[config.mk]
export PLATFORM = sky130hd
export DESIGN_NAME = alu_cmd_sequencer_flat
export DESIGN_NICKNAME = d
export VERILOG_FILES = /design/src/rtl/alu_cmd_sequencer_if.sv /design/src/rtl/alu_cmd_sequencer.sv /design/src/flat_wrapper.sv
export SDC_FILE = /design/constraint.sdc
export NUM_CORES = 1
export LEC_CHECK = 0
export CORE_AREA = 5 5 83 85
export DETAILED_ROUTE_END_ITERATION = 8
export DIE_AREA = 0 0 88 90
export GPL_TIMING_DRIVEN = 0
export PLACE_DENSITY = 0.8
export SYNTH_ARGS = -nofsm -noshare
export SYNTH_HDL_FRONTEND = slang
export SYNTH_SLANG_ARGS = --single-unit
[constraint.sdc]
create_clock -name clk -period 4.59 [get_ports clk]
set_input_delay 0.6885 -clock clk [delete_from_list [all_inputs] [get_ports clk]]
set_output_delay 0.6885 -clock clk [all_outputs]
set_load 0.05 [all_outputs]
[src/rtl/alu_cmd_sequencer_if.sv]
// rtl/alu_cmd_sequencer_if.sv - rx byte stream, ALU drive/result bus and tx response stream
interface alu_cmd_sequencer_if;
  logic [7:0]  rx_data;
  logic        rx_valid;
  logic [15:0] alu_a;
  logic [15:0] alu_b;
  logic [3:0]  alu_fun;
  logic        alu_en;
  logic [15:0] alu_out;
  logic        arith_flag;
  logic        logic_flag;
  logic        cmp_flag;
  logic        shift_flag;
  logic [7:0]  tx_data;
  logic        tx_valid;
  logic        tx_ready;
  logic        busy;
  logic        err;

  // sequencer side
  modport master (
    input  rx_data, rx_valid, alu_out, arith_flag, logic_flag, cmp_flag, shift_flag, tx_ready,
    output alu_a, alu_b, alu_fun, alu_en, tx_data, tx_valid, busy, err
  );

  // UART / ALU side
  modport slave (
    output rx_data, rx_valid, alu_out, arith_flag, logic_flag, cmp_flag, shift_flag, tx_ready,
    input  alu_a, alu_b, alu_fun, alu_en, tx_data, tx_valid, busy, err
  );
endinterface

[src/rtl/alu_cmd_sequencer.sv]
// rtl/alu_cmd_sequencer.sv - assembles ALU commands from rx bytes and returns result/flags as 3 tx bytes
module alu_cmd_sequencer #(
  parameter int unsigned ALU_LAT  = 1,
  parameter logic [7:0]  CMD_OPS  = 8'hCC,
  parameter logic [7:0]  CMD_NOOP = 8'hDD
) (
  input logic                   clk,
  input logic                   rst_n,
  alu_cmd_sequencer_if.master   bus
);

  localparam logic [3:0] IDLE     = 4'd0;
  localparam logic [3:0] GET_ALO  = 4'd1;
  localparam logic [3:0] GET_AHI  = 4'd2;
  localparam logic [3:0] GET_BLO  = 4'd3;
  localparam logic [3:0] GET_BHI  = 4'd4;
  localparam logic [3:0] GET_FUN  = 4'd5;
  localparam logic [3:0] EXEC     = 4'd6;
  localparam logic [3:0] SEND_LO  = 4'd7;
  localparam logic [3:0] SEND_HI  = 4'd8;
  localparam logic [3:0] SEND_FLG = 4'd9;

  // last value of the EXEC edge counter; ALU_LAT is limited to 1..7
  localparam logic [2:0] LAT_LAST = 3'(ALU_LAT - 1);

  logic [3:0]  state;
  logic [2:0]  exec_cnt;
  logic [15:0] a_reg;
  logic [15:0] b_reg;
  logic [3:0]  fun_reg;
  logic        en_reg;
  logic [7:0]  res_hi;
  logic [7:0]  flg;
  logic [7:0]  tx_data_reg;
  logic        tx_valid_reg;
  logic        err_reg;
  logic        in_flight;

  // bytes arriving while executing or sending cannot be used and are flagged
  assign in_flight = (state == EXEC) || (state == SEND_LO) ||
                     (state == SEND_HI) || (state == SEND_FLG);

  // command framing, execution timing and response sequencing
  always_ff @(posedge clk or negedge rst_n) begin
    if (!rst_n) begin
      state        <= IDLE;
      exec_cnt     <= 3'd0;
      a_reg        <= 16'd0;
      b_reg        <= 16'd0;
      fun_reg      <= 4'd0;
      en_reg       <= 1'b0;
      res_hi       <= 8'd0;
      flg          <= 8'd0;
      tx_data_reg  <= 8'd0;
      tx_valid_reg <= 1'b0;
      err_reg      <= 1'b0;
    end else begin
      err_reg <= bus.rx_valid && in_flight;
      case (state)
        IDLE: begin
          if (bus.rx_valid) begin
            if (bus.rx_data == CMD_OPS) begin
              state <= GET_ALO;
            end else if (bus.rx_data == CMD_NOOP) begin
              state <= GET_FUN;
            end else begin
              err_reg <= 1'b1;
            end
          end
        end
        GET_ALO: begin
          if (bus.rx_valid) begin
            a_reg[7:0] <= bus.rx_data;
            state      <= GET_AHI;
          end
        end
        GET_AHI: begin
          if (bus.rx_valid) begin
            a_reg[15:8] <= bus.rx_data;
            state       <= GET_BLO;
          end
        end
        GET_BLO: begin
          if (bus.rx_valid) begin
            b_reg[7:0] <= bus.rx_data;
            state      <= GET_BHI;
          end
        end
        GET_BHI: begin
          if (bus.rx_valid) begin
            b_reg[15:8] <= bus.rx_data;
            state       <= GET_FUN;
          end
        end
        GET_FUN: begin
          if (bus.rx_valid) begin
            if (bus.rx_data[7:4] == 4'd0) begin
              fun_reg  <= bus.rx_data[3:0];
              en_reg   <= 1'b1;
              exec_cnt <= 3'd0;
              state    <= EXEC;
            end else begin
              err_reg <= 1'b1;
              state   <= IDLE;
            end
          end
        end
        EXEC: begin
          if (exec_cnt == LAT_LAST) begin
            res_hi       <= bus.alu_out[15:8];
            flg          <= {4'b0, bus.arith_flag, bus.logic_flag, bus.cmp_flag, bus.shift_flag};
            tx_data_reg  <= bus.alu_out[7:0];
            tx_valid_reg <= 1'b1;
            en_reg       <= 1'b0;
            state        <= SEND_LO;
          end else begin
            exec_cnt <= exec_cnt + 3'd1;
          end
        end
        SEND_LO: begin
          if (bus.tx_ready) begin
            tx_data_reg <= res_hi;
            state       <= SEND_HI;
          end
        end
        SEND_HI: begin
          if (bus.tx_ready) begin
            tx_data_reg <= flg;
            state       <= SEND_FLG;
          end
        end
        SEND_FLG: begin
          if (bus.tx_ready) begin
            tx_valid_reg <= 1'b0;
            tx_data_reg  <= 8'd0;
            state        <= IDLE;
          end
        end
        default: begin
          state <= IDLE;
        end
      endcase
    end
  end

  assign bus.alu_a    = a_reg;
  assign bus.alu_b    = b_reg;
  assign bus.alu_fun  = fun_reg;
  assign bus.alu_en   = en_reg;
  assign bus.tx_data  = tx_data_reg;
  assign bus.tx_valid = tx_valid_reg;
  assign bus.err      = err_reg;
  assign bus.busy     = (state != IDLE);

endmodule

[src/flat_wrapper.sv]
// flat-port wrapper written by rule: the top's interface ports become plain ports
module alu_cmd_sequencer_flat 
#(
  parameter int unsigned ALU_LAT  = 1,
  parameter logic [7:0]  CMD_OPS  = 8'hCC,
  parameter logic [7:0]  CMD_NOOP = 8'hDD
)
  (clk, rst_n, bus_rx_data, bus_rx_valid, bus_alu_out, bus_arith_flag, bus_logic_flag, bus_cmp_flag, bus_shift_flag, bus_tx_ready, bus_alu_a, bus_alu_b, bus_alu_fun, bus_alu_en, bus_tx_data, bus_tx_valid, bus_busy, bus_err);
  alu_cmd_sequencer_if bus_i ();
  input logic clk;
  input logic rst_n;
  input wire logic [$bits(bus_i.rx_data)-1:0] bus_rx_data;
  input wire logic [$bits(bus_i.rx_valid)-1:0] bus_rx_valid;
  input wire logic [$bits(bus_i.alu_out)-1:0] bus_alu_out;
  input wire logic [$bits(bus_i.arith_flag)-1:0] bus_arith_flag;
  input wire logic [$bits(bus_i.logic_flag)-1:0] bus_logic_flag;
  input wire logic [$bits(bus_i.cmp_flag)-1:0] bus_cmp_flag;
  input wire logic [$bits(bus_i.shift_flag)-1:0] bus_shift_flag;
  input wire logic [$bits(bus_i.tx_ready)-1:0] bus_tx_ready;
  output wire logic [$bits(bus_i.alu_a)-1:0] bus_alu_a;
  output wire logic [$bits(bus_i.alu_b)-1:0] bus_alu_b;
  output wire logic [$bits(bus_i.alu_fun)-1:0] bus_alu_fun;
  output wire logic [$bits(bus_i.alu_en)-1:0] bus_alu_en;
  output wire logic [$bits(bus_i.tx_data)-1:0] bus_tx_data;
  output wire logic [$bits(bus_i.tx_valid)-1:0] bus_tx_valid;
  output wire logic [$bits(bus_i.busy)-1:0] bus_busy;
  output wire logic [$bits(bus_i.err)-1:0] bus_err;
  assign bus_i.rx_data = bus_rx_data;
  assign bus_i.rx_valid = bus_rx_valid;
  assign bus_i.alu_out = bus_alu_out;
  assign bus_i.arith_flag = bus_arith_flag;
  assign bus_i.logic_flag = bus_logic_flag;
  assign bus_i.cmp_flag = bus_cmp_flag;
  assign bus_i.shift_flag = bus_shift_flag;
  assign bus_i.tx_ready = bus_tx_ready;
  assign bus_alu_a = bus_i.alu_a;
  assign bus_alu_b = bus_i.alu_b;
  assign bus_alu_fun = bus_i.alu_fun;
  assign bus_alu_en = bus_i.alu_en;
  assign bus_tx_data = bus_i.tx_data;
  assign bus_tx_valid = bus_i.tx_valid;
  assign bus_busy = bus_i.busy;
  assign bus_err = bus_i.err;
  alu_cmd_sequencer #(.ALU_LAT(ALU_LAT), .CMD_OPS(CMD_OPS), .CMD_NOOP(CMD_NOOP)) u_core (.clk(clk), .rst_n(rst_n), .bus(bus_i));
endmodule
**After elaboration in Yosys (flattened, before gate mapping)**

Cells that the tools add are included.

- Word-level logic and storage cells: 96
- Register bits after elaboration: 66
- Output and inout bits: 48
- Input bits: 32

- Mux-type cells: 36
- Equal/unequal tests: 24
- Add/sub/neg operators: 1
- Reductions and logical operators: 22

Operators with widths:

| kind | count |
|---|---|
| two-way mux 4 bit | 12 |
| one-hot mux 4 bit (10 select lines) | 1 |
| two-way mux 8 bit | 4 |
| one-hot mux 8 bit (4 select lines) | 1 |
| inequality test 2 bit, second input constant | 11 |
| equality test 4 x 3 -> 1 bit, second input constant | 4 |
| equality test 8 bit, second input constant | 2 |
| two-way mux 3 bit | 4 |
| AND reduction 11 bit | 1 |
| two-way mux 1 bit | 10 |
| AND reduction 2 bit | 5 |
| equality test 4 x 2 -> 1 bit, second input constant | 2 |
| equality test 4 bit, second input constant | 2 |
| zero test 4 bit | 2 |
| AND reduction 4 bit | 2 |
| nonzero test 4 bit | 2 |
| one-hot mux 1 bit (2 select lines) | 3 |
| one-hot mux 3 bit (2 select lines) | 1 |
| AND reduction 3 bit | 2 |
| AND reduction 5 bit | 1 |
| equality test 4 x 1 -> 1 bit, second input constant | 1 |
| nonzero test 2 bit | 2 |
| adder 3 x 1 -> 3 bit, second input constant | 1 |
| zero test 3 bit | 1 |
| 4 further kinds | 6 |

**Depth between registers and ports, before layout**

Gate-level depths: netlist (run 1).

- Word-level depth: 9
- Mapped depth: 8
- Gate-level depth less buffers: 6

**Least setup slack after synthesis (run 1)**

OpenSTA, ideal clock, no wires.

- Path type: input to register
- From: in bus_rx_data[4]
- To: reg u_core.state[2]
- Data required time: 4.465 ns
- Arrival time: 1.931 ns
- Setup time: 0.125 ns
- Cell stages on the path: 5
- Path slack: 2.534 ns
- Buffers on the path: 1
- Cell sequence: buf_2 > xnor2_1 > a41oi_4 > nor4_4 > mux2_4

- Longest elaborated chain between the ends: 4
- Elaborated cells between the ends (all ways): 10
- Classes of those cells: 3 x eq/ne; 5 x mux; 2 x reduce/logical

Ends and longest elaborated chain:

| element | line | RTL |
|---|---|---|
| from (decl) | flat_wrapper.sv:12 | `input wire logic [$bits(bus_i.rx_data)-1:0] bus_rx_data;` |
| equality test 8 bit or zero test 4 bit (tied branches) | alu_cmd_sequencer.sv:62, alu_cmd_sequencer.sv:97 |  |
| two-way mux 4 bit or two-way mux 3 bit (tied branches) | alu_cmd_sequencer.sv:62, alu_cmd_sequencer.sv:97 |  |
| two-way mux 4 bit, on equally long branches | alu_cmd_sequencer.sv:61, alu_cmd_sequencer.sv:96 |  |
| one-hot mux 4 bit (10 select lines) | alu_cmd_sequencer.sv:59 | `case (state)` |
| to (signal assigned) | alu_cmd_sequencer.sv:63 | `state <= GET_ALO;` |
| to (signal assigned) | alu_cmd_sequencer.sv:65 | `state <= GET_FUN;` |
| to (signal assigned) | alu_cmd_sequencer.sv:74 | `state <= GET_AHI;` |
| to (decl) | alu_cmd_sequencer.sv:26 | `logic [3:0] state;` |

Parallel ways exist; a longest one is shown, timed or not. The select of a mux whose other input is x is not followed.
A chain may end at the register's enable or synchronous reset.

**Worst setup path in the final report (run 1)**

- From: reg u_core.state[1]
- To: out bus_busy

- Longest elaborated chain between the ends: 1

Ends and longest elaborated chain:

| element | line | RTL |
|---|---|---|
| from (signal assigned) | alu_cmd_sequencer.sv:46 | `state <= IDLE;` |
| from (signal assigned) | alu_cmd_sequencer.sv:63 |  |
| from (signal assigned) | alu_cmd_sequencer.sv:65 |  |
| nonzero test 4 bit | alu_cmd_sequencer.sv:153 | `assign bus.busy = (state != IDLE);` |
| to (decl) | flat_wrapper.sv:26 | `output wire logic [$bits(bus_i.busy)-1:0] bus_busy;` |

Every way passes these cells.

==> impl_metrics.csv, run 1 <==
group,metric,value,unit
status,outcome,"finished, final reports clean",
clock_network,numCtsBuffers,9,
floorplan,core,6130,sq um
synthesis,post-synth-top-area-cell,"dfrtp_1",
sta,max_freq,0.359,GHz
clock_network,cts_tree,"built",
sta,timing.setup.tns,0,ns
setup_path,cp_max_fo,5,
final_layout,fin_nets,337,
clock_network,cts_setup_buffers,0,
clock_network,cts-htree-levels,3,
drt,drtIter0Drc,166,
sta,slew_headroom,45.9,%
setup_path,worstPathRequired,3.90,ns
global_route,antenna_found_initial,0,
floorplan,die_x,88,um
setup_path,crit_type,"flip-flop to primary output",
global_route,grt_max_degree,67,
synthesis,async_flop_share,100,%
clock_network,clock-sinks,66,
setup_path,end_kind,"primary output",
final_layout,diodes,0,
placement,placed_cells,369,
floorplan,rows,29,
synthesis,netlist_area,2950,sq um
power,leakage,1.74,nW
synthesis,ys_seq_area_share,55.9,%
power,clock_power_share,13.5,%
synthesis,synth_cell_types,45,
floorplan,dieArea,7920,sq um
floorplan,start_util,48.2,%
placement,io_buffers,78,
sta,min_period,2.78,ns
final_layout,fin_util,65.2,%
synthesis,synthMostInstantiatedCell,"dfrtp_1",
final_layout,fill_cells,476,
sta,fin_worst_skew,0.0115,ns
floorplan,boundaryPins,80,
drt,vias,2088,
placement,detailed_place_hpwl,4870,um
sta,worst_slew_pin_slew,0.812,ns
clock_network,post_cts_resized,0,
synthesis,synth_seq_cells,66,
final_layout,area_growth,35.5,%
sta,hold_viol,0,
setup_path,crit_path_start_kind,"flip-flop",
sta,holdWs,0.444,ns
placement,dpl_cell_area,3830,sq um
sta,slew_viol_final,0,
clock_network,clockRootBuffer,"clkbuf_8",
drt,wirelength,6690,um
drt,wl_met1,2820,um
job,max_cap_violations,0,
power,swShare,45.0,%
synthesis,synth_edf_count,0,
final_layout,final_area,4000,sq um
clock_network,clkSlewWorstSetupHoldPaths,0.06,ns
final_layout,drive_above_1_share,27.5,%
global_route,grt_usage,18.8,%
placement,place_ws,1.89,ns
drt,avgRoutedWirePerCell,17.5,um
final_layout,fin_cells,383,
sta,finalSetupViolations,0,
clock_network,clockBufferDepth,2,
sta,rsz0062_at_grt,"no",
drt,antenna_left,0,
sta,final.setup.worst_slack,1.81,ns
synthesis,ys.warnings.count,0,
synthesis,synth_top_cell_area_share,55.9,%
drt,dr.pass1.iters,4,
setup_path,critPathArrivalTime,2.09,ns
power,pwr-share-comb,55.9,%
power,peakVddDrop,0.452,mV
power,power.switching,1.50,mW
placement,place_congestion,0.766,
global_route,gr-total-overflow,0,
clock_network,hold_buffers,0,
synthesis,synth_nets,248,
drt,drc,0,
synthesis,synth_area_leaders,"dfrtp_1 56%, mux2_2 20%, a22o_1 1.8%",
floorplan,die_h,90,um
power,p_per_area,833,nW/um^2
synthesis,synthFlopType,"dfrtp_1",
drt,dr.max_layer_used,"met4",
synthesis,netlist_top_cells_count,"66 x dfrtp_1, 53 x mux2_2, 10 x inv_1",
power,internal_power,1.83,mW
sta,fin_crit_sh,60.6,%
global_route,grt_pass1_wl,11400,um
synthesis,syn_avg_cell_area,13.8,sq um
drt,route.met3.wl,301,um
drt,via_per_inst,5.45,
power,fin_total_pwr,3.33,mW
clock_network,clock_latency,0.34,ns
hold_path,hp-class,"primary input to async pin",
synthesis,synthCells,214,
drt,met2RoutedLength,3450,um
power,p_seq_share,30.6,%
global_route,grt_pass1_vias,2247,
## layout by cell type, fill, tap and decap left out, types with 4 or more instances in the layout
cell type        netlist  routed
a222oi_1               4       4
a22o_1                 6       6
buf_2                  8       8
clkbuf_8               0       9
clkdlybuf4s50_1        0      77
dfrtp_1               66      66
inv_1                 10      10
mux2_2                53      53
mux2i_1                5       5
nand2_1                4       4
nor2_1                 7       7
nor2b_1                6       6
## power groups by stage
stage                     combinational (mW)  clock, mW  sequential, mW
final                                   1.86      0.450            1.02
after floorplan                        0.597          0            1.70
after global routing                    1.97      0.486            1.06
after detailed placement                1.87          0            1.03
after CTS                               1.88      0.459            1.02
after global placement                  1.84          0            1.02
## critical path, stage by stage (launching register included)
cell,delay [ns]
dfrtp_1,0.43
or4_4,0.60
clkdlybuf4s50_1,0.72
## logic make-up (layout without fill, tap and decap cells)
kind of cell               Yosys count  after routing  synth area share, %
DFF                                 66             66                 55.9
muxes                               59             59                 22.4
and+or+nand+nor                     38             38                 9.07
buffers and inverters               20            112                 2.88
adders and majority gates            2              2                0.847
xor gates and xnor gates             1              1                0.297
AOI/OAI and AO/OA                   28             28                 8.56
## routing by layer
metal | global-route usage (%) | vias to the layer above
met3 | 5.39 | 9
li1 | - | 975
met5 | 0 | -
met2 | 29.8 | 52
met1 | 24.0 | 1052
met4 | 7.54 | 0
## area by class of cell
type	instances	area, sq um	share of cell area, %
buffer	10	47.5	1.19
clock buffer	10	128	3.19
clock inverter	4	45.0	1.13
inverter	10	37.5	0.938
multi-input combinational	128	1220	30.4
sequential	66	1650	41.3
tap	77	96.3	2.41
timing repair buffer	78	778	19.5
## final timing paths
check | startpoint | endpoint | slack (ns) | cells past startpoint
min reg2reg | u_core.exec_cnt[2] | u_core.exec_cnt[2] | 0.50 | 1
min in group clk | u_core.exec_cnt[2] | u_core.exec_cnt[2] | 0.50 | 1
max reg2reg | u_core.exec_cnt[0] | u_core.res_hi[3] | 2.64 | 7
max in group asynchronous | rst_n | u_core.res_hi[1] | 3.62 | 1
min | rst_n | u_core.bus.alu_a[0] | 0.44 | 1
max | u_core.state[1] | bus_busy | 1.81 | 2
No activity file was read; power rests on OpenSTA's default activity.
==> inputs of run 2 (changes only) <==
CORE_AREA = 5 5 85 87   (was 5 5 83 85)
DIE_AREA = 0 0 90 92   (was 0 0 88 90)
PLACE_DENSITY = 0.77   (was 0.8)
clock period = 2.9 ns   (was 4.59 ns; I/O delays follow)
==> run 2 against run 1 <==
Non-clock buffer count stayed put; critical endpoint unchanged; critical path type unchanged; flip-flop and latch count stayed put; worst hold slack worse by 0.25 ns; routed wire length is 0.63% higher; global-route usage is 1.5 points lower; power is 58% higher; final cell count stayed put; sequential share of layout area stayed put; critical path depth stayed put.
==> impl_metrics.csv, run 2 (synthesis gave the netlist of run 1 again) <==
group,metric,value,unit
floorplan,dieArea,8280,sq um
clock_network,cts_setup_buffers,0,
clock_network,cts-htree-levels,3,
drt,via_per_inst,5.39,
final_layout,layout_commonest_cell,"clkdlybuf4s50_1",
clock_network,clock-sinks,66,
floorplan,start_util,47.0,%
placement,place_congestion,0.750,
final_layout,layout_common_cells,"77 x clkdlybuf4s50_1, 66 x dfrtp_1, 53 x mux2_2, 10 x inv_1, 9 x clkbuf_8",
final_layout,diodes,0,
job,max_cap_violations,0,
drt,avgRoutedWirePerCell,17.6,um
placement,io_buffers,78,
floorplan,die_x,90,um
global_route,grt_pass1_vias,2261,
global_route,grt_usage,17.3,%
sta,timing.setup.tns,0,ns
clock_network,clock_latency,0.33,ns
sta,rsz0062_at_grt,"no",
clock_network,post_cts_resized,0,
final_layout,drive_above_1_share,27.5,%
floorplan,core,6280,sq um
clock_network,numCtsBuffers,9,
global_route,gr-total-overflow,0,
sta,fin_worst_skew,0.00356,ns
sta,finalSetupViolations,0,
drt,antenna_left,0,
global_route,grt_max_degree,67,
global_route,antenna_found_initial,0,
placement,dpl_cell_area,3830,sq um
final_layout,regArea,1650,sq um
setup_path,cp_max_fo,5,
floorplan,rows,29,
floorplan,die_h,92,um
drt,wirelength,6740,um
clock_network,cts_tree,"built",
final_layout,multi_input_area,1220,sq um
clock_network,clkSlewWorstSetupHoldPaths,0.06,ns
drt,drc,0,
power,peakVddDrop,0.716,mV
setup_path,crit_type,"flip-flop to primary output",
drt,dr.pass1.iters,4,
global_route,grt_pass1_wl,11500,um
final_layout,final_area,4000,sq um
clock_network,clockRootBuffer,"clkbuf_8",
sta,slew_headroom,46.5,%
sta,min_period,2.52,ns
final_layout,area_growth,35.5,%
sta,hold_viol,0,
sta,slew_viol_final,0,
final_layout,fill_cells,474,
drt,vias,2063,
sta,max_freq,0.398,GHz
setup_path,end_kind,"primary output",
floorplan,boundaryPins,80,
power,p_per_area,1320,nW/um^2
hold_path,hp-class,"primary input to async pin",
power,fin_total_pwr,5.26,mW
clock_network,clockBufferDepth,2,
final_layout,fin_nets,337,
setup_path,worstPathRequired,2.47,ns
setup_path,critPathArrivalTime,2.08,ns
drt,drtIter0Drc,142,
status,outcome,"finished, final reports clean",
setup_path,crit_path_start_kind,"flip-flop",
placement,detailed_place_hpwl,4790,um
clock_network,hold_buffers,0,
sta,fin_crit_sh,86.7,%
sta,worst_slew_pin_slew,0.802,ns
power,leakage,1.74,nW
run 2: cell counts in the layout (fill, tap and decap cells not counted):
No cell type changed its count.
run 2: final timing paths:
check	from	to	slack [ns]	depth (start not counted)
worst max-delay path	u_core.state[1]	bus_busy	0.38	2
worst min-delay path	rst_n	u_core.bus.alu_a[1]	0.20	1
worst max register to register	u_core.exec_cnt[0]	u_core.res_hi[6]	0.93	7
worst min register to register	u_core.exec_cnt[2]	u_core.exec_cnt[2]	0.50	1
max in group asynchronous	rst_n	u_core.state[3]	2.18	1
min in group clk	bus_rx_data[4]	u_core.bus.alu_a[4]	0.46	2
run 2: metrics by stage:
step / util [%] / hold slack, ns / std cells / setup slack, ns
2_1_floorplan: - / 0.139 / 214 / 1.07
4_1_cts: 63.7 / 0.219 / 383 / 0.357
3_3_place_gp: 61.0 / 0.480 / 369 / -0.814
3_5_place_dp: 61.0 / 0.485 / 369 / 0.457
5_1_grt: 63.7 / 0.276 / 383 / 0.326
6_report: 63.7 / 0.198 / 383 / 0.385
run 2: critical path: stages, from the launching register on:
cell and delay, ns:
dfrtp_1 0.43, or4_4 0.59, clkdlybuf4s50_1 0.73
run 2: metal layers:
layer  part of all wire [%]  global-route usage [%]
met1                     43                    21.7
met2                     51                    28.8
met3                    4.6                    3.52
met4                    1.1                    7.69
met5                      0                       0
run 2: area by class of cell:
cell class / count / area share [%]
clock buffer: 10 / 3.19
timing repair buffer: 78 / 19.5
tap: 77 / 2.41
clock inverter: 4 / 1.13
multi-input combinational: 128 / 30.4
buffer: 10 / 1.19
sequential: 66 / 41.3
inverter: 10 / 0.938
run 2: power breakdown:
part	total, mW	internal [mW]	switching [mW]	leakage, nW
clock network	0.704	0.383	0.321	0.0918
registers	1.61	1.36	0.242	0.813
logic	2.95	1.16	1.80	0.831
total	5.26	2.90	2.36	1.74
